$ cat config.mk
export PLATFORM = sky130hd
export DESIGN_NAME = i_type_rf_sequencer
export DESIGN_NICKNAME = d
export VERILOG_FILES = /design/src/rtl/i_type_pkg.sv /design/src/rtl/i_type_alu.sv /design/src/rtl/i_type_rf_sequencer.sv
export SDC_FILE = /design/constraint.sdc
export NUM_CORES = 1
export LEC_CHECK = 0
export BUFFER_PORTS_ARGS = -buffer_cell sky130_fd_sc_hd__buf_2
export CORE_MARGIN = 4
export CORE_UTILIZATION = 30
export DETAILED_ROUTE_END_ITERATION = 7
export GPL_TIMING_DRIVEN = 0
export MAX_ROUTING_LAYER = met4
export SLEW_MARGIN = 20
export SYNTH_ARGS = -nofsm -noshare
export SYNTH_HDL_FRONTEND = slang
export SYNTH_SLANG_ARGS = --single-unit
$ cat constraint.sdc
create_clock -name clk -period 6.6 [get_ports clk]
set_clock_uncertainty 0.15 [all_clocks]
set_input_delay 0 -clock clk [delete_from_list [all_inputs] [get_ports clk]]
set_output_delay 0 -clock clk [all_outputs]
set_load 0.05 [all_outputs]
$ cat src/rtl/i_type_pkg.sv
// rtl/i_type_pkg.sv - shared states and encodings for the I-type register-file sequencer
package i_type_pkg;

    typedef enum logic [1:0] {
        IDLE  = 2'd0,
        READ  = 2'd1,
        CAPT  = 2'd2,
        WRITE = 2'd3
    } seq_state_t;

    localparam logic [2:0] F3_ADDI  = 3'b000;
    localparam logic [2:0] F3_SLLI  = 3'b001;
    localparam logic [2:0] F3_SLTI  = 3'b010;
    localparam logic [2:0] F3_SLTIU = 3'b011;
    localparam logic [2:0] F3_XORI  = 3'b100;
    localparam logic [2:0] F3_SRXI  = 3'b101;
    localparam logic [2:0] F3_ORI   = 3'b110;
    localparam logic [2:0] F3_ANDI  = 3'b111;

    localparam logic [6:0] FUNCT7_ZERO = 7'b0000000;
    localparam logic [6:0] FUNCT7_SRA  = 7'b0100000;

endpackage

$ cat src/rtl/i_type_alu.sv
// rtl/i_type_alu.sv - combinational I-type ALU with encoding legality check
module i_type_alu
    import i_type_pkg::*;
#(
    parameter int XLEN = 32
) (
    input  logic [XLEN-1:0] operand,
    input  logic [11:0]     imm,
    input  logic [2:0]      funct3,
    output logic [XLEN-1:0] result,
    output logic            legal
);

    logic [XLEN-1:0] imm_ext;
    logic [6:0]      funct7;
    logic [4:0]      shamt;

    assign imm_ext = {{(XLEN-12){imm[11]}}, imm};
    assign funct7  = imm[11:5];
    assign shamt   = imm[4:0];

    // Operation select; shifts are only legal with the exact funct7 patterns
    always_comb begin
        result = '0;
        legal  = 1'b1;
        case (funct3)
            F3_ADDI:  result = operand + imm_ext;
            F3_SLTI:  result = {{(XLEN-1){1'b0}}, ($signed(operand) < $signed(imm_ext))};
            F3_SLTIU: result = {{(XLEN-1){1'b0}}, (operand < imm_ext)};
            F3_XORI:  result = operand ^ imm_ext;
            F3_ORI:   result = operand | imm_ext;
            F3_ANDI:  result = operand & imm_ext;
            F3_SLLI: begin
                result = operand << shamt;
                legal  = (funct7 == FUNCT7_ZERO);
            end
            F3_SRXI: begin
                if (funct7 == FUNCT7_ZERO) begin
                    result = operand >> shamt;
                end else if (funct7 == FUNCT7_SRA) begin
                    result = $unsigned($signed(operand) >>> shamt);
                end else begin
                    legal = 1'b0;
                end
            end
            default: legal = 1'b0;
        endcase
    end

endmodule

$ cat src/rtl/i_type_rf_sequencer.sv
// rtl/i_type_rf_sequencer.sv - reads rs1, runs the I-type ALU and writes rd through a single-port register file
module i_type_rf_sequencer
    import i_type_pkg::*;
#(
    parameter int XLEN = 32,
    parameter int AW   = 5
) (
    input  logic            clk,
    input  logic            rst_n,
    input  logic            req_valid,
    output logic            req_ready,
    input  logic [AW-1:0]   rs1,
    input  logic [AW-1:0]   rd,
    input  logic [11:0]     imm,
    input  logic [2:0]      funct3,
    output logic [AW-1:0]   rf_address,
    output logic            rf_write,
    output logic [XLEN-1:0] rf_wdata,
    input  logic [XLEN-1:0] rf_rdata,
    output logic            done,
    output logic [XLEN-1:0] result,
    output logic            illegal
);

    seq_state_t      state, next_state;
    logic [AW-1:0]   rs1_q, rd_q;
    logic [11:0]     imm_q;
    logic [2:0]      funct3_q;
    logic [XLEN-1:0] result_q;
    logic            done_q, illegal_q;
    logic [XLEN-1:0] alu_result;
    logic            alu_legal;
    logic            retire_from_capt;

    i_type_alu #(.XLEN(XLEN)) u_alu (
        .operand (rf_rdata),
        .imm     (imm_q),
        .funct3  (funct3_q),
        .result  (alu_result),
        .legal   (alu_legal)
    );

    // Instructions that skip the write cycle retire straight out of CAPT
    assign retire_from_capt = !alu_legal || (rd_q == '0);

    // State, latched instruction fields and retirement status
    always_ff @(posedge clk or negedge rst_n) begin
        if (!rst_n) begin
            state     <= IDLE;
            rs1_q     <= '0;
            rd_q      <= '0;
            imm_q     <= '0;
            funct3_q  <= '0;
            result_q  <= '0;
            done_q    <= 1'b0;
            illegal_q <= 1'b0;
        end else begin
            state     <= next_state;
            done_q    <= 1'b0;
            illegal_q <= 1'b0;
            if (state == IDLE && req_valid) begin
                rs1_q    <= rs1;
                rd_q     <= rd;
                imm_q    <= imm;
                funct3_q <= funct3;
            end
            if (state == CAPT) begin
                if (alu_legal) begin
                    result_q <= alu_result;
                end
                done_q    <= retire_from_capt;
                illegal_q <= !alu_legal;
            end
            if (state == WRITE) begin
                done_q <= 1'b1;
            end
        end
    end

    // Next state and register-file drive; outputs decode state so reset drops rf_write at once
    always_comb begin
        next_state = state;
        req_ready  = 1'b0;
        rf_address = '0;
        rf_write   = 1'b0;
        rf_wdata   = '0;
        case (state)
            IDLE: begin
                req_ready = 1'b1;
                if (req_valid) next_state = READ;
            end
            READ: begin
                rf_address = rs1_q;
                next_state = CAPT;
            end
            CAPT: begin
                next_state = retire_from_capt ? IDLE : WRITE;
            end
            WRITE: begin
                rf_address = rd_q;
                rf_write   = 1'b1;
                rf_wdata   = result_q;
                next_state = IDLE;
            end
            default: next_state = IDLE;
        endcase
    end

    assign done    = done_q;
    assign illegal = illegal_q;
    assign result  = result_q;

endmodule

==> results.toml, run 1 <==
[synth]
synth.avg_cell_area_um2 = 7.45
async_reset_ff_share_pct = 100
synthFlopType = "dfrtp_1"
synth_cells = 1394
yosys_warnings = 0
synth_edf_count = 0
synth-seq-cells = 61
syn_nets = 1552
syn_area_mm2 = 0.0104
yosys.cell_types.count = 74
seq_area_frac_synth_pct = 14.7

[pwr]
finalPower_mw = 7.37
ir_drop_mv = 0.282
switching_share_pct = 63.0
p_int_mw = 2.73
p_per_area_mw_per_mm2 = 604
power.leakage_nw = 5.39
power_frac_comb_pct = 83.8
switching_power_mw = 4.64
power_frac_seq_pct = 9.8
power_frac_clock_pct = 6.5

[layout]
fin_util_pct = 36.0
multi_input_area_mm2 = 0.00809
layoutNonFillerInstCount = 2019
final_cell_mix = "nand2_1 (165), nor2_1 (163), buf_2 (150), o21ai_0 (141), a21oi_1 (112)"
nFillCells = 3618
stdcell_area_mm2 = 0.0122
area_growth_pct = 17.5
seqCellArea_mm2 = 0.00153
layout-drive-gt1-share_pct = 16.8
final_net_count = 1723
final_common_cell = "nand2_1"

[global_routing]
first_global_vias = 11600
grt_overflow = 0
grt_pass1_wl_um = 80700
antenna_found_initial = 1
grt_max_degree = 62
grt_use_total_pct = 29.1

[worst_setup_path]
timing.rr.end = "result[28]"
critPathKind = "flop to flop"
cp-startpoint = "imm_q[3]"
reg2reg_from = "imm_q[3]"
worstPathMaxFanout = 11
critPathRequiredTime_ns = 6.68
setup.worst_path.end = "result[28]"
cp.arrival_ns = 5.40
endpoint_kind = "flop"
reg2reg_depth = 14
worstSetupStartpointType = "flop"
reg2reg_setup_slack_ns = 1.28

[die]
die_area_mm2 = 0.0376
die_x_um = 194
io_pins = 133
std_cell_rows = 67
start_util_pct = 30.7
core_area_mm2 = 0.0339
die_h_um = 194

[route]
route.detailed.drc = 0
vias_per_cell = 6.13
post_drt_wl_per_cell_um = 27.9
drt-pass1-iter-count = 7
drtIter0Drc = 1608
vias = 12400
ant_nets = 0
wl_um = 56300

[sta]
timing.final.hold_violations = 0
setup-tns-final_ns = 0
relSlewSlack_pct = 19.3
setup_viol = 0
drv_slew = 0
fin_crit_sh_pct = 80.6
rsz0062_at_grt = "no"
worst_pin_slew_ns = 1.18
fin_crit_ns = 5.32
max_freq_mhz = 188
fin_hold_ws_ns = 0.118
setup_slack_ns = 1.28

[placed_design]
pre_cts_slack_ns = 1.49
gp_congestion = 1.07
dpl.cell_count = 1975
hpwl_um = 44600
placed_area_mm2 = 0.0116
port_buffers = 132

[clocking]
cts_buffers = 9
cts_sinks = 61
tritoncts = "yes"
clkLatencyLatePin_ns = 0.35
path_clk_slew_ns = 0.06
h-tree-depth = 3
cts_buffer_depth = 2
cts-root-buf = "clkbuf_16"

[run_status]
outcome = "completed"

[job]
drv_cap = 0

[worst_hold_path]
hp-class = "input port to async pin"
==> cells in the mapped netlist (17+ instances only) <==
library cell  instances  share of area [%]
mux2i_1              58                5.6
clkbuf_1             77                2.8
a211oi_1             17                1.2
ha_1                 97                 12
nor3_1               31                1.5
a21oi_1             112                5.4
mux2_2               23                2.5
nor2_1              163                5.9
and3_1               39                2.4
dfrtp_1              61                 15
inv_1                66                2.4
o21ai_0             141                6.8
buf_2                19               0.92
mux4_2               46                 10
nand2_1             165                6.0
==> power by group through the flow <==
stage                     registers [mW]  clock network (mW)  logic, mW
after global routing               0.744               0.502       6.46
after detailed placement           0.725                   0       5.92
after global placement             0.714                   0       5.93
after floorplan                    0.984                   0       3.65
after CTS                          0.719               0.485       5.95
final                              0.719               0.477       6.18
==> final cells by class <==
type	count	share of cell area, %
Inverter	70	2.15
Tap cell	448	4.60
Timing Repair Buffer	160	7.82
Antenna cell	1	0.0205
Multi-Input combinational cell	1147	66.3
Clock inverter	7	0.615
Buffer	116	4.10
Clock buffer	9	1.85
Sequential cell	61	12.5
==> cells by family (layout without fill, tap and decap cells) <==
logic type / after synthesis / in the layout / synth area share, %
simple gates: 473 / 473 / 20.3
compound gates: 426 / 426 / 25.8
buf+inv: 186 / 362 / 7.35
mux: 127 / 127 / 18.1
fa+ha+maj: 98 / 98 / 11.9
flops: 61 / 61 / 14.7
xor+xnor: 23 / 23 / 1.94
other cells: 0 / 1 / 0
==> flip-flops by register name (all words and copies together) (netlist names) <==
signal / count
funct3_q: 3
imm_q: 12
illegal: 1
result: 32
done: 1
rs1_q: 5
state: 2
rd_q: 5
==> layer usage <==
layer / track usage (%) / part of all wire (%)
met4: 10.4 / 4.5
met1: 39.8 / 43
met2: 43.5 / 43
met5: - / 0
met3: 5.06 / 9.9
==> critical path: stages, from the launching register on <==
cell and delay [ns]:
dfrtp_1 0.38, clkbuf_1 0.22, inv_2 0.27, buf_1 0.69, clkbuf_1 0.70, ha_1 0.45
o21a_1 0.21, o31a_1 0.13, o22ai_1 0.55, o211a_1 0.34, a21o_1 0.32, nor4_1 0.09
o22ai_1 0.26, mux2i_1 0.13, o32a_1 0.29
==> how the worst min path moves through the flow <==
stage | startpoint | endpoint | slack (ns) | cells after the start
after detailed placement | rst_n | rs1_q[1] | -0.02 | 1
after global routing | rst_n | rs1_q[1] | 0.20 | 2
after CTS | rst_n | rs1_q[1] | 0.15 | 2
final | rst_n | rs1_q[1] | 0.12 | 2
after global placement | imm[5] | imm_q[5] | 0.06 | 3
after floorplan | rst_n | done | -0.45 | 0
==> what timing repair did <==
action | 4_1_cts | 5_1_grt
setup endpoints to repair | 0 | 0
gates resized for setup | 0 | 0
endpoints found under the hold margin | 87 | 0
hold buffers | 27 | 0
buffers inserted | 0 | 0
(Power assumes the default switching activity.)
==> inputs of run 2 (changes only) <==
clock period = 4.3 ns   (was 6.6 ns; I/O delays follow)
==> results.toml, run 2 (same netlist as run 1, synthesis figures left out) <==
[route]
drtIter0Drc = 1480
drt-pass1-iter-count = 8
route.detailed.drc = 0
wl_um = 56100
ant_nets = 0
vias = 12300
post_drt_wl_per_cell_um = 27.8
vias_per_cell = 6.08

[placed_design]
port_buffers = 132
gp_congestion = 1.07
hpwl_um = 44600
placed_area_mm2 = 0.0116

[clocking]
cts-root-buf = "clkbuf_16"
path_clk_slew_ns = 0.06
cts_buffer_depth = 2
cts_sinks = 61
clkLatencyLatePin_ns = 0.35
cts_buffers = 9
tritoncts = "yes"
h-tree-depth = 3

[sta]
relSlewSlack_pct = 20.5
fin_crit_ns = 4.23
setup-tns-final_ns = 0
fin_crit_sh_pct = 98.4
worst_pin_slew_ns = 1.16
rsz0062_at_grt = "no"
setup_viol = 0
max_freq_mhz = 236
drv_slew = 0
fin_hold_ws_ns = 0.112
timing.final.hold_violations = 0

[global_routing]
grt_max_degree = 62
antenna_found_initial = 2
grt_overflow = 0
first_global_vias = 11600
grt_use_total_pct = 29.1
grt_pass1_wl_um = 80600

[die]
std_cell_rows = 67
io_pins = 133
core_area_mm2 = 0.0339
die_x_um = 194
start_util_pct = 30.7
die_area_mm2 = 0.0376
die_h_um = 194

[worst_setup_path]
endpoint_kind = "flop"
worstSetupStartpointType = "flop"
worstPathMaxFanout = 11
reg2reg_depth = 11
critPathRequiredTime_ns = 4.33
critPathKind = "flop to flop"
cp.arrival_ns = 4.26

[layout]
final_common_cell = "nand2_1"
area_growth_pct = 17.9
stdcell_area_mm2 = 0.0122
final_net_count = 1721
largest_reg_flops = 32
final_cell_mix = "nand2_1 (165), nor2_1 (163), buf_2 (148), o21ai_0 (141), a21oi_1 (112)"
layout-drive-gt1-share_pct = 17.2

[pwr]
ir_drop_mv = 0.433
finalPower_mw = 11.3
p_per_area_mw_per_mm2 = 926
power.leakage_nw = 5.41

[run_status]
outcome = "completed"

[job]
drv_cap = 0

[worst_hold_path]
hp-class = "input port to async pin"
[run 2: cell count changes in the layout (fill, tap and decap cells not counted), sizes merged]
cell and delta:
buf -3, clkbuf +1, clkinv -1, diode +1
inv +1
[run 2: cell type report]
type,count,area [µm²]
Antenna cell,2,5.00
Buffer,114,507
Clock buffer,9,225
Clock inverter,7,75.1
Fill cell,3615,21600
Inverter,70,265
Multi-Input combinational cell,1147,8120
Sequential cell,61,1530
Tap cell,448,561
Timing Repair Buffer,160,953
[run 2: worst paths after layout]
kind	end	startpoint	slack, ns
worst max-delay path	result[24]	imm_q[0]	0.07
worst min-delay path	rs1_q[1]	rst_n	0.11
worst max register to register	result[24]	imm_q[0]	0.07
worst min register to register	result[16]	result[16]	0.35
max in group asynchronous	imm_q[11]	rst_n	3.36
min in group clk	imm_q[0]	imm[0]	0.23
[run 2: stage by stage]
stage / setup slack [ns] / cells / utilization, %
after CTS: 0.0247 / 2017 / 36.1
after detailed placement: -0.810 / 1975 / 34.3
final: 0.0693 / 2018 / 36.1
after floorplan: 0.306 / 1394 / -
after global routing: 0.00169 / 2018 / 36.1
after global placement: -0.970 / 1974 / 34.3
[run 2: power by group]
group | switching [mW] | leakage, nW | internal [mW]
clock network | 0.285 | 0.150 | 0.451
registers | 0.262 | 0.742 | 0.854
logic | 6.58 | 4.51 | 2.91
total | 7.12 | 5.41 | 4.22
[run 2: critical path, cell delays in order (launching register included)]
cell and delay, ns:
dfrtp_1 0.41, buf_4 0.21, inv_1 0.33, buf_2 0.36
buf_2 0.39, o21ai_0 0.22, mux2i_1 0.23, nor2_1 0.06
a31oi_1 0.44, nor2_1 0.08, a2111oi_0 1.01, a21oi_1 0.14
[run 2: routing by layer]
| layer | wire [µm] | track usage [%] | share of wire (%) |
|---|---|---|---|
| met1 | 23800 | 39.6 | 43 |
| met2 | 24200 | 43.4 | 43 |
| met3 | 5550 | 5.06 | 9.9 |
| met4 | 2460 | 10.7 | 4.4 |
| met5 | 0 | - | 0 |
[run 2: what timing repair did]
action,4_1_cts,5_1_grt
pin swaps,0,0
buffers inserted,0,0
cloned,0,0
hold buffers,27,0
gates resized for setup,8,8
setup endpoints to repair,27,7
endpoints found under the hold margin,87,0
